<file path="src/rtl/botao_condicionador_if.sv">
// Button conditioner bundle: raw button in, pulse/status out.
// The master side (stimulus or the board wrapper) drives btn_raw; the
// slave side (the conditioner) drives the request pulse and status.
interface botao_condicionador_if;
  logic       btn_raw;
  logic       bt;
  logic       pending;
  logic       locked;
  logic [7:0] press_count;

  modport master (
    output btn_raw,
    input  bt,
    input  pending,
    input  locked,
    input  press_count
  );

  modport slave (
    input  btn_raw,
    output bt,
    output pending,
    output locked,
    output press_count
  );
endinterface

</file>
<file path="src/rtl/botao_condicionador.sv">
// Pedestrian push-button conditioner placed directly upstream of the
// semaforo controller. The raw button is synchronised, then debounced.
// Each debounced press becomes a single-cycle bt request. After every
// pulse a lockout window blocks new pulses. A press that lands inside
// the window is remembered as one pending request and is issued as soon
// as the window closes. Further presses merge into that single request.
module botao_condicionador #(
  parameter logic [7:0] DEBOUNCE = 8'd4,
  parameter logic [7:0] LOCKOUT  = 8'd8
) (
  input  logic                  clk,
  input  logic                  rst,
  botao_condicionador_if.slave  bus
);

  localparam logic [0:0] ST_IDLE = 1'b0;
  localparam logic [0:0] ST_LOCK = 1'b1;

  // Two-flop synchroniser for the asynchronous button.
  logic       s1_q;
  logic       s2_q;

  // Debounced level, its one-cycle-delayed copy, and the agreement counter.
  logic       db_q;
  logic       db_d;
  logic       db_dly_q;
  logic [7:0] db_cnt_q;
  logic [7:0] db_cnt_d;

  // Request FSM and its outputs.
  logic [0:0] state_q;
  logic [0:0] state_d;
  logic [7:0] lock_cnt_q;
  logic [7:0] lock_cnt_d;
  logic       bt_q;
  logic       bt_d;
  logic       pending_q;
  logic       pending_d;

  // Saturating press counter.
  logic [7:0] press_cnt_q;
  logic [7:0] press_cnt_d;

  logic       db_rise;

  // One-cycle event marking a debounced press (rising debounced level).
  assign db_rise = db_q & ~db_dly_q;

  // Synchroniser flops; reset clears them so nothing survives a reset.
  always_ff @(posedge clk) begin
    if (rst) begin
      s1_q <= 1'b0;
      s2_q <= 1'b0;
    end else begin
      s1_q <= bus.btn_raw;
      s2_q <= s1_q;
    end
  end

  // Debounce: count consecutive cycles of disagreement; any agreement restarts the count.
  always_comb begin
    db_d     = db_q;
    db_cnt_d = 8'd0;
    if (s2_q != db_q) begin
      if (db_cnt_q == (DEBOUNCE - 8'd1)) begin
        db_d     = s2_q;
        db_cnt_d = 8'd0;
      end else begin
        db_cnt_d = db_cnt_q + 8'd1;
      end
    end
  end

  // Debounced level, its delayed copy for edge detection, and the counter.
  always_ff @(posedge clk) begin
    if (rst) begin
      db_q     <= 1'b0;
      db_dly_q <= 1'b0;
      db_cnt_q <= 8'd0;
    end else begin
      db_q     <= db_d;
      db_dly_q <= db_q;
      db_cnt_q <= db_cnt_d;
    end
  end

  // Request FSM. The lockout counter is loaded with LOCKOUT on the pulse
  // edge and the window closes on the edge after it reaches zero, so the
  // controller stays locked for LOCKOUT+1 cycles and back-to-back pulses
  // are never closer than LOCKOUT+1 cycles apart. A press seen on the very
  // edge the window closes is served like a pending one.
  always_comb begin
    state_d    = state_q;
    lock_cnt_d = lock_cnt_q;
    bt_d       = 1'b0;
    pending_d  = pending_q;
    if (state_q == ST_IDLE) begin
      pending_d = 1'b0;
      if (db_rise) begin
        bt_d       = 1'b1;
        lock_cnt_d = LOCKOUT;
        state_d    = ST_LOCK;
      end
    end else begin
      if (lock_cnt_q == 8'd0) begin
        if (pending_q || db_rise) begin
          bt_d       = 1'b1;
          pending_d  = 1'b0;
          lock_cnt_d = LOCKOUT;
        end else begin
          state_d = ST_IDLE;
        end
      end else begin
        lock_cnt_d = lock_cnt_q - 8'd1;
        if (db_rise) begin
          pending_d = 1'b1;
        end
      end
    end
  end

  // FSM state, lockout counter and registered request outputs.
  always_ff @(posedge clk) begin
    if (rst) begin
      state_q    <= ST_IDLE;
      lock_cnt_q <= 8'd0;
      bt_q       <= 1'b0;
      pending_q  <= 1'b0;
    end else begin
      state_q    <= state_d;
      lock_cnt_q <= lock_cnt_d;
      bt_q       <= bt_d;
      pending_q  <= pending_d;
    end
  end

  // Count every debounced press, merged or not, holding at 255.
  always_comb begin
    press_cnt_d = press_cnt_q;
    if (db_rise && (press_cnt_q != 8'hFF)) begin
      press_cnt_d = press_cnt_q + 8'd1;
    end
  end

  // Press counter register.
  always_ff @(posedge clk) begin
    if (rst) begin
      press_cnt_q <= 8'd0;
    end else begin
      press_cnt_q <= press_cnt_d;
    end
  end

  assign bus.bt          = bt_q;
  assign bus.pending     = pending_q;
  assign bus.locked      = (state_q == ST_LOCK);
  assign bus.press_count = press_cnt_q;

endmodule

</file>
<file path="src/flat_wrapper.sv">
// flat-port wrapper written by rule: the top's interface ports become plain ports
module botao_condicionador_flat 
#(
  parameter logic [7:0] DEBOUNCE = 8'd4,
  parameter logic [7:0] LOCKOUT  = 8'd8
)
  (clk, rst, bus_btn_raw, bus_bt, bus_pending, bus_locked, bus_press_count);
  botao_condicionador_if bus_i ();
  input  logic clk;
  input  logic rst;
  input wire logic [$bits(bus_i.btn_raw)-1:0] bus_btn_raw;
  output wire logic [$bits(bus_i.bt)-1:0] bus_bt;
  output wire logic [$bits(bus_i.pending)-1:0] bus_pending;
  output wire logic [$bits(bus_i.locked)-1:0] bus_locked;
  output wire logic [$bits(bus_i.press_count)-1:0] bus_press_count;
  assign bus_i.btn_raw = bus_btn_raw;
  assign bus_bt = bus_i.bt;
  assign bus_pending = bus_i.pending;
  assign bus_locked = bus_i.locked;
  assign bus_press_count = bus_i.press_count;
  botao_condicionador #(.DEBOUNCE(DEBOUNCE), .LOCKOUT(LOCKOUT)) u_core (.clk(clk), .rst(rst), .bus(bus_i));
endmodule
</file>
<file path="config.mk">
export PLATFORM = sky130hd
export DESIGN_NAME = botao_condicionador_flat
export DESIGN_NICKNAME = d
export VERILOG_FILES = /design/src/rtl/botao_condicionador_if.sv /design/src/rtl/botao_condicionador.sv /design/src/flat_wrapper.sv
export SDC_FILE = /design/constraint.sdc
export NUM_CORES = 1
export LEC_CHECK = 0
export CAP_MARGIN = 20
export CORE_UTILIZATION = 55
export CTS_CLUSTER_SIZE = 25
export DETAILED_ROUTE_END_ITERATION = 6
export PLACE_DENSITY_LB_ADDON = 0.1
export SETUP_SLACK_MARGIN = 0.15
export SYNTH_ARGS = -nofsm -noshare
export SYNTH_HDL_FRONTEND = slang
export SYNTH_SLANG_ARGS = --single-unit
</file>
<file path="constraint.sdc">
create_clock -name clk -period 4.8 [get_ports clk]
set_clock_uncertainty 0.15 [all_clocks]
set_input_delay 0.96 -clock clk [delete_from_list [all_inputs] [get_ports clk]]
set_output_delay 0.96 -clock clk [all_outputs]
set_load 0.05 [all_outputs]
</file>
-- Yosys cells after proc, flatten, opt, wreduce, memory -nomap -nowiden
Index checks and enable logic that the tools add are counted.
- input bits: 3
- flip-flop bits (word level): 31
- output and inout bits: 11
- word-level logic and storage cells: 45
- eq/ne operators: 5
- reductions and logical operators: 10
- multiplexer cells: 13
- add/subtract/negate cells: 3
- bitwise logic cells: 4
- operators with widths (kind ; count):
    $mux W8 ; 4
    $add A8 B1 Y8 const B ; 2
    $mux W1 ; 9
    $eq A8 B2 Y1 const B ; 1
    $logic_not A8 Y1 ; 1
    $ne A8 B8 Y1 const B ; 1
    $sub A8 B1 Y8 const B ; 1
    $reduce_and A2 Y1 ; 3
    $reduce_bool A2 Y1 ; 2
    $ne A3 B3 Y1 const B ; 1
    $not A1 Y1 ; 3
    $reduce_or A3 Y1 ; 1
    $ne A2 B2 Y1 const B ; 1
    $reduce_or A2 Y1 ; 1
    $and A1 B1 Y1 ; 1
    $logic_and A1 B1 Y1 ; 1
    $logic_or A1 B1 Y1 ; 1
    $ne A1 B1 Y1 ; 1

-- Logic depth before layout (Yosys ltp)
- depth in word-level cells: 6
- depth in mapped cells: 6
- depth with buffers taken out: 6

-- Worst setup path before layout
No wires, ideal clock.
- path type: input to register
- start: input rst
- end: register u_core.lock_cnt_q[0]
- setup slack: 2.781 ns
- stages: 4
- path buffers: 2
- arrival: 1.752 ns
- data required time: 4.534 ns
- path through: clkbuf_1 -> clkbuf_1 -> inv_1 -> a31o_2
- RTL lines (what ; RTL line ; source):
    from (decl) ; flat_wrapper.sv:10 ; input logic rst;
    to (signal assigned) ; botao_condicionador.sv:131 ; lock_cnt_q <= lock_cnt_d;
    to (decl) ; botao_condicionador.sv:33 ; logic [7:0] lock_cnt_q;
No word-level cell between the ends.

-- Worst setup path after layout
- start: register u_core.state_q, in the netlist u_core.bus.locked
- end: output bus_locked
- RTL lines (what ; RTL line ; source):
    from (decl) ; botao_condicionador.sv:31 ; logic [0:0] state_q;
    from (signal assigned) ; botao_condicionador.sv:130 ; state_q <= state_d;
    to (decl) ; flat_wrapper.sv:14 ; output wire logic [$bits(bus_i.locked)-1:0] bus_locked;
No word-level cell between the ends.

==> metrics.md <==
| Metric | Value |
|---|---|
| Crit path max-delay family | buffers and inverters |
| Dpl hpwl | 1840 µm |
| WL final | 2680 µm |
| Gpl congestion | 0.826 |
| Syn Inst Count | 153 |
| Fin cells | 198 |
| # setup viols final | 0 |
| Routed wire per std cell | 13.5 µm |
| Worst min path class | flip-flop to flip-flop |
| Cts hold-fix bufs | 0 |
| Setup Buffers After CTS | 0 |
| CP max stage delay | 880 ps |
| H-tree levels | 2 |
| Leakage | 0.607 nW |
| Final hold violations | 0 |
| Yosys cell types | 42 |
| Post-Syn Nets | 159 |
| Fin. max-slew vios | 0 |
| Crit path DAT | 1810 ps |
| RSZ-0062 raised after global routing | no |
| Fill count | 194 |
| TritonCTS Buffers | 5 |
| Drt via density | 5.78 |
| Reg clk slew, reported paths | 100 ps |
| Clock buffer depth | 2 |
| Port Buffers | 13 |
| Post-Synthesis Cell Area | 1400 µm² |
| Yosys reg bits | 31 |
| Area Overhead vs Synth | 16.8% |
| Sinks on Clock Net | 31 |
| Layout cell share with drive strength beyond 1 | 9.41% |
| Chip width | 52.5 µm |
| Antenna Nets Post-Route | 0 |
| Final net count | 175 |
| Post-CTS Resized | 0 |
| Post-synthesis area per instance | 9.15 µm² |
| Synth area leader | dfxtp_1 |
| Area taken by multi-input logic gates | 748 µm² |
| Post-synth EDFFs | 0 |
| Share of flip-flops with an asynchronous set or reset after synthesis | 0% |
| Crit-path cells | clkdlybuf4s50_1 |
| Die ar. | 2750 µm² |
| Dpl cells | 190 |
| Hold WS | 292 ps |
| Crit path launch type | flip-flop |
| Antenna violations before repair | 0 |
| Final Cycle Share | 60.8% |
| Top post-synthesis cells by area | dfxtp_1, nor2_1, xor2_1 |
| Primary FF master, synth | dfxtp_1 |
| CTS tree | yes |
| Crit Path Class | flip-flop to primary output |
| Congestion Overflow GR | 0 |
| Post-layout util | 71.2% |
| Global Route Usage Sum | 23.7% |
| Rows | 17 |
| Worst slew margin | 38.0% |
| CTS Root Buffer Type | clkbuf_4 |
| Max Fclk | 343 MHz |
| Clk Latency, worst-skew pair | 340 ps |
| Setup Total Neg Slack | 0 ps |
| CP required | 3690 ps |
| Power density over cell area | 297 nW/µm² |
| Register area share after synthesis | 44.3% |
| Status | completed |
| WP buf/inv | 1 |
| Storage element area | 621 µm² |
| Worst-path maximum fanout | 11 |
| Vias in the first global route | 1119 |
| ANT cells | 0 |
| Area of the core | 2300 µm² |
| I/O pin count | 14 |
| Starting Density | 60.9% |
| Yosys top cell area share | 44.3% |
| DR iter-0 viols | 32 |
| Die H | 52.5 µm |
| Pwr Total | 485 µW |
| Peak supply drop | 218 µV |
| CP endpoint kind | primary output |
| Via count | 1145 |
| Largest net degree at the start of global routing | 30 |
| First-pass GRT wire length | 4690 µm |
| Worst path slowest cell | clkdlybuf4s50_1 |
| Measured slew at the worst slew-check pin | 927 ps |
| Max capacitance violation total | 0 |
| # DRC | 0 |
| Fin crit period | 2920 ps |
| First-pass iteration count of the detailed router | 4 |
| Synth warn | 0 |
## layer usage
layer / wire, µm / track usage [%] / up-vias
met5: 0 / 0 / -
met4: 25 / 10.1 / 0
met3: 143 / 9.86 / 4
met2: 1240 / 36.3 / 30
met1: 1270 / 28.8 / 535
li1: - / - / 576
## where the power goes
group	internal (mW)	leakage, nW	total [mW]	switching, mW
Combinational	0.00340	0.309	0.00820	0.00480
Clock	0.123	0.0482	0.218	0.0953
Sequential	0.258	0.250	0.259	0.000461
## worst paths after layout
kind                   startpoint              endpoint  slack, ps  cells after the start
min                   u_core.s1_q           u_core.s2_q        290                      1
max             u_core.bus.locked            bus_locked       1880                      1
min reg2reg           u_core.s1_q           u_core.s2_q        290                      1
max reg2reg  u_core.lock_cnt_q[0]  u_core.lock_cnt_q[7]       2860                      6
## cells by family (layout without fill, tap and decap cells)
group | Yosys count | after routing | synth area share (%)
AND/OR/NAND/NOR | 75 | 75 | 30.3
flip-flops | 31 | 31 | 44.3
AO/OA/AOI/OAI | 22 | 22 | 11.3
XOR/XNOR | 10 | 10 | 6.26
buffers and inverters | 8 | 25 | 2.23
multiplexers | 4 | 4 | 2.95
adder cells (fa/ha/maj) | 3 | 3 | 2.68
## layout by cell type, fill, tap and decap left out, drive strengths merged, types with 2 or more instances in the layout
cell type,n
o21bai,2
inv,4
nor4,3
nand2b,2
mux2i,3
clkdlybuf4s50,13
nand3,11
and3,4
a31oi,4
nand2,9
clkbuf,6
a21oi,5
nand3b,2
o211ai,2
nor2,22
nor3,8
nand4b,2
dfxtp,31
nor2b,5
xnor2,4
ha,3
xor2,6
## synthesized netlist by cell type (4+ instances only)
library cell  instances
inv_1                 4
nor2_1               22
nor3_1                8
a31oi_1               4
a21oi_1               5
xnor2_1               4
dfxtp_1              31
nand3_1              10
nor2b_1               5
and3_1                4
xor2_1                6
nand2_1               9
## registers in the layout, summed over array words and instances, names as in the netlist
signal	count
u_core.bus.press_count	8
u_core.db_cnt_q	8
u_core.lock_cnt_q	8
u_core.bus.bt	1
u_core.bus.locked	1
u_core.bus.pending	1
u_core.db_dly_q	1
u_core.db_q	1
u_core.s1_q	1
u_core.s2_q	1
## area by class of cell
cell class	instances	area share, %
Clock buffer	6	3.14
Clock inverter	2	2.14
Inverter	4	0.918
Multi-Input combinational cell	114	45.8
Sequential cell	31	37.9
Tap cell	28	2.14
Timing Repair Buffer	13	7.96
## per-stage QoR
stage,setup WS [ps],cell area [µm²]
after CTS,1880,1640
after detailed placement,1880,1550
after global routing,1820,1640
after global placement,1910,1550
final,1880,1640
after floorplan,2780,1400
(Power assumes the default switching activity.)
